### src/rtl/div3_pkg.sv
//------------------------------------------------------------------------------
// div3_pkg : shared types and sizing constants for the divide-by-3 unit
// Rev 1.0
//------------------------------------------------------------------------------
`default_nettype none

package div3_pkg;

  typedef enum logic [1:0] {
    IDLE = 2'd0,
    RUN  = 2'd1,
    DONE = 2'd2
  } state_t;

  localparam int DEF_WIDTH = 64;
  localparam int DIGITS    = DEF_WIDTH / 4;
  localparam int CNT_W     = $clog2(DIGITS);

  function automatic int digits_of(input int width);
    return width / 4;
  endfunction

endpackage : div3_pkg

`default_nettype wire

### src/rtl/div3_digit.sv
//------------------------------------------------------------------------------
// div3_digit : one radix-16 digit of x/3, {rem,nib} -> quotient digit, remainder
// Rev 1.0
//------------------------------------------------------------------------------
`default_nettype none

module div3_digit
  import div3_pkg::*;
(
  input  logic [1:0] rem,
  input  logic [3:0] nib,
  output logic [3:0] qd,
  output logic [1:0] rem_n
);

  logic [2:0] w_r;

  // Bit-serial restoring division by 3; w_r stays below 3 between steps,
  // so shifting in one dividend bit never overflows 3 bits.
  always_comb begin
    qd  = 4'd0;
    w_r = {1'b0, rem};
    for (int i = 3; i >= 0; i--) begin
      w_r = {w_r[1:0], nib[i]};
      if (w_r >= 3'd3) begin
        qd[i] = 1'b1;
        w_r   = w_r - 3'd3;
      end
    end
    rem_n = w_r[1:0];
  end

endmodule : div3_digit

`default_nettype wire

### src/rtl/div3_iter_seq.sv
//------------------------------------------------------------------------------
// div3_iter_seq : handshaked iterative x/3, one radix-16 digit per cycle, MSB first
// Rev 1.0
//------------------------------------------------------------------------------
`default_nettype none

module div3_iter_seq
  import div3_pkg::*;
#(
  parameter int WIDTH = DEF_WIDTH
) (
  input  logic             clk,
  input  logic             rst_n,
  input  logic             in_valid,
  output logic             in_ready,
  input  logic [WIDTH-1:0] in_x,
  output logic             out_valid,
  input  logic             out_ready,
  output logic [WIDTH-1:0] out_q,
  output logic [1:0]       out_r,
  output logic             busy
);

  localparam int                 c_digits   = digits_of(WIDTH);
  localparam int                 c_cnt_w    = $clog2(c_digits);
  localparam logic [c_cnt_w-1:0] c_cnt_init = c_cnt_w'(c_digits - 1);

  state_t             r_state;
  logic [WIDTH-1:0]   r_x;
  logic [WIDTH-1:0]   r_q;
  logic [1:0]         r_rem;
  logic [c_cnt_w-1:0] r_cnt;
  logic               r_in_ready;
  logic               r_out_valid;
  logic               r_busy;
  logic [WIDTH-1:0]   r_out_q;
  logic [1:0]         r_out_r;

  logic [3:0]         w_nib;
  logic [3:0]         w_qd;
  logic [1:0]         w_rem_n;
  logic [WIDTH-1:0]   w_q_next;

  assign w_nib    = r_x[WIDTH-1 -: 4];
  assign w_q_next = {r_q[WIDTH-5:0], w_qd};

  div3_digit u_digit (
    .rem   (r_rem),
    .nib   (w_nib),
    .qd    (w_qd),
    .rem_n (w_rem_n)
  );

  always_ff @(posedge clk or negedge rst_n) begin
    if (!rst_n) begin
      r_state     <= IDLE;
      r_x         <= '0;
      r_q         <= '0;
      r_rem       <= 2'd0;
      r_cnt       <= '0;
      r_in_ready  <= 1'b1;
      r_out_valid <= 1'b0;
      r_busy      <= 1'b0;
      r_out_q     <= '0;
      r_out_r     <= 2'd0;
    end else begin
      case (r_state)
        IDLE: begin
          if (in_valid) begin
            r_x        <= in_x;
            r_q        <= '0;
            r_rem      <= 2'd0;
            r_cnt      <= c_cnt_init;
            r_state    <= RUN;
            r_in_ready <= 1'b0;
            r_busy     <= 1'b1;
          end
        end
        RUN: begin
          r_x   <= {r_x[WIDTH-5:0], 4'd0};
          r_q   <= w_q_next;
          r_rem <= w_rem_n;
          if (r_cnt == '0) begin
            // Result registers are separate so they hold through the next job.
            r_out_q     <= w_q_next;
            r_out_r     <= w_rem_n;
            r_out_valid <= 1'b1;
            r_state     <= DONE;
          end else begin
            r_cnt <= r_cnt - 1'b1;
          end
        end
        DONE: begin
          if (out_ready) begin
            r_out_valid <= 1'b0;
            r_in_ready  <= 1'b1;
            r_busy      <= 1'b0;
            r_state     <= IDLE;
          end
        end
        default: begin
          r_out_valid <= 1'b0;
          r_in_ready  <= 1'b1;
          r_busy      <= 1'b0;
          r_state     <= IDLE;
        end
      endcase
    end
  end

  assign in_ready  = r_in_ready;
  assign out_valid = r_out_valid;
  assign busy      = r_busy;
  assign out_q     = r_out_q;
  assign out_r     = r_out_r;

  a_rem_legal : assert property (@(posedge clk) disable iff (!rst_n)
    (r_state == RUN) |-> (r_rem != 2'd3));

endmodule : div3_iter_seq

`default_nettype wire

### config.mk
export PLATFORM = sky130hd
export DESIGN_NAME = div3_iter_seq
export DESIGN_NICKNAME = d
export VERILOG_FILES = /design/src/rtl/div3_pkg.sv /design/src/rtl/div3_digit.sv /design/src/rtl/div3_iter_seq.sv
export SDC_FILE = /design/constraint.sdc
export NUM_CORES = 1
export LEC_CHECK = 0
export ABC_AREA = 1
export CORE_MARGIN = 3
export CORE_UTILIZATION = 30
export CTS_BUF_LIST = sky130_fd_sc_hd__clkbuf_2
export DETAILED_ROUTE_END_ITERATION = 12
export PLACE_DENSITY = 0.55
export SYNTH_ARGS = -nofsm -noshare
export SYNTH_HDL_FRONTEND = slang
export SYNTH_SLANG_ARGS = --single-unit
### constraint.sdc
create_clock -name clk -period 7.42 [get_ports clk]
set_input_delay 0.742 -clock clk [delete_from_list [all_inputs] [get_ports clk]]
set_output_delay 0.742 -clock clk [all_outputs]
set_load 0.05 [all_outputs]
# After elaboration in Yosys (flattened, before gate mapping)
# Index checks and enable logic that the tools add are counted.
[totals]
register_bits = 201
input_bits = 68
output_inout_bits = 69
word_cells = 65
[op_classes]
add_sub_neg = 5
magnitude_cmp = 4
eq_ne = 6
mux = 29
bitwise_logic = 2
n_reduce_logical = 9
[op_table]
columns = ["op", "n"]
rows = [
  ["$pmux W64 S2", 1],
  ["$pmux W60 S2", 1],
  ["$mux W64", 1],
  ["$mux W60", 1],
  ["$mux W2", 8],
  ["$ge A3 B2 Y1 const B", 4],
  ["$reduce_and A3 Y1", 4],
  ["$mux W1", 9],
  ["$pmux W1 S3", 3],
  ["$mux W4", 2],
  ["$ne A2 B2 Y1 const B", 4],
  ["$pmux W4 S2", 1],
  ["$sub A2 B2 Y2 const B", 4],
  ["$pmux W2 S3", 1],
  ["$logic_not A4 Y1", 1],
  ["$pmux W2 S2", 1],
  ["$reduce_and A2 Y1", 2],
  ["$sub A4 B1 Y4 const B", 1],
  ["$eq A2 B1 Y1 const B", 1],
  ["$eq A2 B2 Y1 const B", 1],
  ["$logic_not A2 Y1", 1],
  ["$not A1 Y1", 2],
  ["$reduce_bool A2 Y1", 1],
]

# Logic depth before layout (Yosys ltp)
[depth]
word_depth = 9
ltp_mapped = 24
ltp_nobuf = 24

# By module
# Synthesis repeated with hierarchy kept, for this count alone.
[hier_totals]
cells_unflattened = 934
hier_area_um2 = 8543.2
[modules_own_cells]
columns = ["mod", "n_inst", "cells_each", "area_per_inst_um2", "seq_area_each_um2"]
rows = [
  ["div3_iter_seq", 1, 878, 8210.4, 5031.1],
  ["div3_digit", 1, 56, 332.8, 0.0],
]

# Least setup slack after synthesis
# OpenSTA, ideal clock, no wires.
[synth_timing]
path_kind = "reg-to-reg"
from = "register r_x[63]"
to = "register r_out_r[0], in the netlist out_r[0]"
setup_ps = 118
arrival_time_ps = 2459
required_time_ps = 7302
path_slack_ps = 4844
path_stages_with_launch = 23
path_buffers = 0
synth_period_minus_slack_ps = 2576
path_cell_list = "dfrtp_1 -> ha_1 -> o21ai_0 -> nand2_2 -> ha_1 -> inv_1 -> nand2_1 -> o21ai_1 -> nand2_1 -> ha_1 -> inv_1 -> nand2_1 -> nor2_1 -> nand2_1 -> nand2_1 -> nand2_2 -> inv_1 -> ha_1 -> inv_1 -> nand3_2 -> nand2_1 -> nand3_1 -> nand2_1"
[synth_between]
elab_chain_cells = 8
word_cells_on_any_way = 11
cone_classes = "3 x add/sub; 4 x order compare; 4 x mux"
[synth_rtl]
columns = ["item", "line", "source"]
rows = [
  ["from (decl)", "div3_iter_seq.sv:29", "logic [WIDTH-1:0] r_x;"],
  ["from (signal assigned)", "div3_iter_seq.sv:70", "r_x <= in_x;"],
  ["from (signal assigned)", "div3_iter_seq.sv:80", "r_x <= {r_x[WIDTH-5:0], 4'd0};"],
  ["$ge A3 B2 Y1 / $sub A2 B2 Y2 (equally long branches)", "div3_digit.sv:25, div3_digit.sv:27", ""],
  ["$mux W2 (*)", "div3_digit.sv:25", "if (w_r >= 3'd3) begin"],
  ["$ge A3 B2 Y1 / $sub A2 B2 Y2 (equally long branches)", "div3_digit.sv:25, div3_digit.sv:27", ""],
  ["$mux W2 (*)", "div3_digit.sv:25", ""],
  ["$ge A3 B2 Y1 / $sub A2 B2 Y2 (equally long branches)", "div3_digit.sv:25, div3_digit.sv:27", ""],
  ["$mux W2 (*)", "div3_digit.sv:25", ""],
  ["$ge A3 B2 Y1 (*)", "div3_digit.sv:25", ""],
  ["$mux W2 (*)", "div3_digit.sv:25", ""],
  ["to (signal assigned)", "div3_iter_seq.sv:86", "r_out_r <= w_rem_n;"],
  ["to (decl)", "div3_iter_seq.sv:37", "logic [1:0] r_out_r;"],
]
# Mark *: on every way between the ends. The rest lies on a longest branch, timed or not.
# A chain may end at the register's enable or synchronous reset.

# Worst setup path in the final report
[layout_timing]
from = "register r_state[0]"
to = "register r_x[19]"
[layout_between]
elab_chain_cells = 3
word_cells_on_any_way = 6
cone_classes = "2 x eq/ne; 1 x mux; 3 x reduce/logical"
[layout_rtl]
columns = ["item", "line", "source"]
rows = [
  ["from (decl)", "div3_iter_seq.sv:28", "state_t r_state;"],
  ["from (signal assigned)", "div3_iter_seq.sv:56", "r_state <= IDLE;"],
  ["from (signal assigned)", "div3_iter_seq.sv:74", "r_state <= RUN;"],
  ["from (signal assigned)", "div3_iter_seq.sv:88", "r_state <= DONE;"],
  ["$eq A2 B1 Y1 / $logic_not A2 Y1 (equally long branches)", "div3_iter_seq.sv:67", "case (r_state)"],
  ["$reduce_bool A2 Y1 (no line) / $ne A2 B2 Y1 (equally long branches)", "-", ""],
  ["$reduce_and A2 Y1 (no line)", "-", ""],
]
# Parallel ways exist; a longest one is shown, timed or not.

==> results by group <==
STA
  – Fmax: 0.296 GHz
  – Final-report setup violation count: 0
  – Worst-margin pin slew: 1.21 ns
  – Fin crit period: 3.38 ns
  – Max Clock Skew: 0.0585 ns
  – RSZ-0062 raised after global routing: false
  – Max-slew headroom: 19.5%
  – Final Hold Fails: 0
  – Tcrit/Tclk final: 45.5%
  – Setup TNS: 0 ns
  – Final Max Slew Viols: 0

Clock tree
  – CTS Buffer Depth: 3
  – Worst-Skew Late Latency: 0.83 ns
  – CTS H-tree lvls: 2
  – Clock-pin slew on the worst setup and hold paths: 0.11 ns
  – Setup bufs post-CTS: 0
  – Clk sinks: 201
  – Num CTS Buffers: 53
  – Root Buffer: clkbuf_2
  – CTS tree: yes

GRT
  – Number of global-route vias before repair: 6384
  – First-pass GRT wire length: 33100 um
  – GR Overflow Total: 0
  – Largest net degree at the start of global routing: 124
  – Tot GR Track Use: 13.8%
  – Initial antenna violation count: 1

Die
  – Num ports: 137
  – Die Y: 170 um
  – Die area: 29100 sq um
  – Core region area: 26400 sq um
  – Initial Utilization: 30.8%
  – Die span in x: 170 um
  – Rows: 59

Power
  – Static Leak: 4.73 nW
  – Pwr per Cell Area: 477 nW/um^2
  – Maximum vdd drop: 0.154 mV
  – PnR Total Power: 4.86 mW

Job
  – Maxcap violations: 0

Routing
  – Vias after detailed routing: 6366
  – Final wirelength: 19800 um
  – Vias per cell: 4.64
  – First-pass iteration count of the detailed router: 5
  – First-iteration detailed-routing DRC count: 442
  – DRT antenna net count: 0
  – Routed wire per std cell: 14.5 um
  – Drc violations: 0

Worst setup path
  – Max incr delay on CP: 0.91 ns
  – Critical-path cell list: inv_2 > nor2_8 > inv_4 > nand2_4 > buf_4 > o21ai_0 > o21ai_0
  – Arr. time, crit path: 4.07 ns
  – Endpoint type of the worst setup path: flop
  – Critical Path Fanout Max: 123
  – Crit path max-delay cell type: buf_4
  – Critical path type: flop to flop
  – CP startpoint kind: flop
  – Top cell by count, worst path: o21ai_0
  – CP Data Required Time: 8.11 ns

Placement
  – Cells after DPL: 1280
  – HPWL after DPL: 12400 um
  – Number of buffers added on ports: 136
  – GPL Wtd Cong: 0.765

Layout
  – Layout cells sized above 1: 10.5%
  – Core Util, Final: 38.7%
  – Nets: 1074
  – Antenna cell count: 0
  – Area growth syn-to-layout: 25.6%
  – Fillcell total: 2680
  – Final cell count without fillers: 1372

Min path
  – Hold Crit Class: flop to flop

Synth
  – Mapped Area: 8110 sq um
  – Yosys warning total: 0
  – Sequential element share of the synthesized area: 62.0%
  – Syn_area_per_cell: 9.49 sq um
  – Yosys top cell by area: dfrtp_1
  – Synthesized flop and latch total: 201
  – Syn Nets: 928
  – Yosys cell types: 29
  – Top cells by count, synth: dfrtp_1, o21ai_0, inv_1, nand2_1, o22ai_1
  – Post-Syn Instances: 855
  – Top-count cell post-synth: dfrtp_1
  – Post-synth EDFFs: 0
  – Primary FF master, synth: dfrtp_1
  – Area share of the largest cell type after synthesis: 61.7%
  – Synth area leaders: dfrtp_1, o21ai_0, inv_1
  – Async SR Flop Fraction: 100%

Run status
  – Status: complete, no violations
state kept, by name, summed over array words and instances, names as in the netlist:
signal and flops:
out_r 2, in_ready 1, r_q 60, r_rem 2, r_cnt 4, r_state 2
busy 1, r_x 64, out_q 64, out_valid 1
logic make-up after synthesis:
group	share of synthesized area (%)
AOI/OAI and AO/OA	19.8
buffers and inverters	8.79
and+or+nand+nor	8.67
DFF	62.0
adders and majority gates	0.771
layer usage:
layer	GRT usage, %	part of all wire [%]	vias up
li1	-	-	3137
met2	18.6	40	198
met1	21.5	52	2995
met5	0	0.10	-
met3	3.79	6.7	34
met4	4.09	1.3	2
worst max-delay path: cells and delay by family, from the launching register on:
family / cells / cell delay (ns)
compound gates: 2 / 0.49
buf+inv: 3 / 1.52
flops: 1 / 0.37
simple gates: 2 / 0.81
stage by stage:
stage | instance area (sq um) | hold slack [ns] | worst slack (ns)
3_5_place_dp | 9720 | 0.463 | 4.04
4_1_cts | 10200 | 0.429 | 3.92
5_1_grt | 10200 | 0.472 | 3.67
2_1_floorplan | 8110 | 0.446 | 4.84
3_3_place_gp | 9720 | 0.462 | 4.05
6_report | 10200 | 0.480 | 4.04
timing repair:
item / CTS / global route
gates resized for setup: 0 / 0
endpoints found under the setup margin: 0 / 0
hold buffers: 1 / 0
hold endpoints to repair: 37 / 0
cell usage in the layout (no fill, tap or decap), types with 3 or more instances in the layout:
master	instances
clkbuf_2	82
inv_1	125
buf_4	5
nand3_1	8
clkinv_1	6
o22ai_1	60
nand2_1	118
o21ai_0	159
nand2_2	3
a21oi_1	47
clkdlybuf4s50_1	135
ha_1	5
dfrtp_1	200
nor2_1	23
inv_2	5
o21ai_1	33
worst paths after layout:
kind                                         end  slack [ns]  cells after the start                   start
max reg2reg                  r_x[19]$_DFFE_PN0P_        4.04                      7  r_state[0]$_DFFE_PN0P_
max                          r_x[19]$_DFFE_PN0P_        4.04                      7  r_state[0]$_DFFE_PN0P_
min reg2reg                     busy$_DFFE_PN0P_        0.48                      2        busy$_DFFE_PN0P_
min                             busy$_DFFE_PN0P_        0.48                      2        busy$_DFFE_PN0P_
min in group asynchronous  out_q[23]$_DFFE_PN0P_        0.59                      2                   rst_n
max in group asynchronous    r_x[52]$_DFFE_PN0P_        5.60                      3                   rst_n
where the power goes:
part | internal [mW] | total [mW] | switching (mW)
logic | 0.770 | 2.34 | 1.57
clock network | 0.291 | 0.738 | 0.446
registers | 1.58 | 1.78 | 0.202
cell type report:
type                            count  area [sq um]  area share, %
Inverter                          131           495           4.86
Clock buffer                       82           410           4.03
Clock inverter                      9          42.5          0.418
Sequential cell                   201          5030           49.4
Multi-Input combinational cell    472          2380           23.3
Tap cell                          335           419           4.11
Timing Repair Buffer              142          1410           13.9
Power figures use the tool's default switching activity.
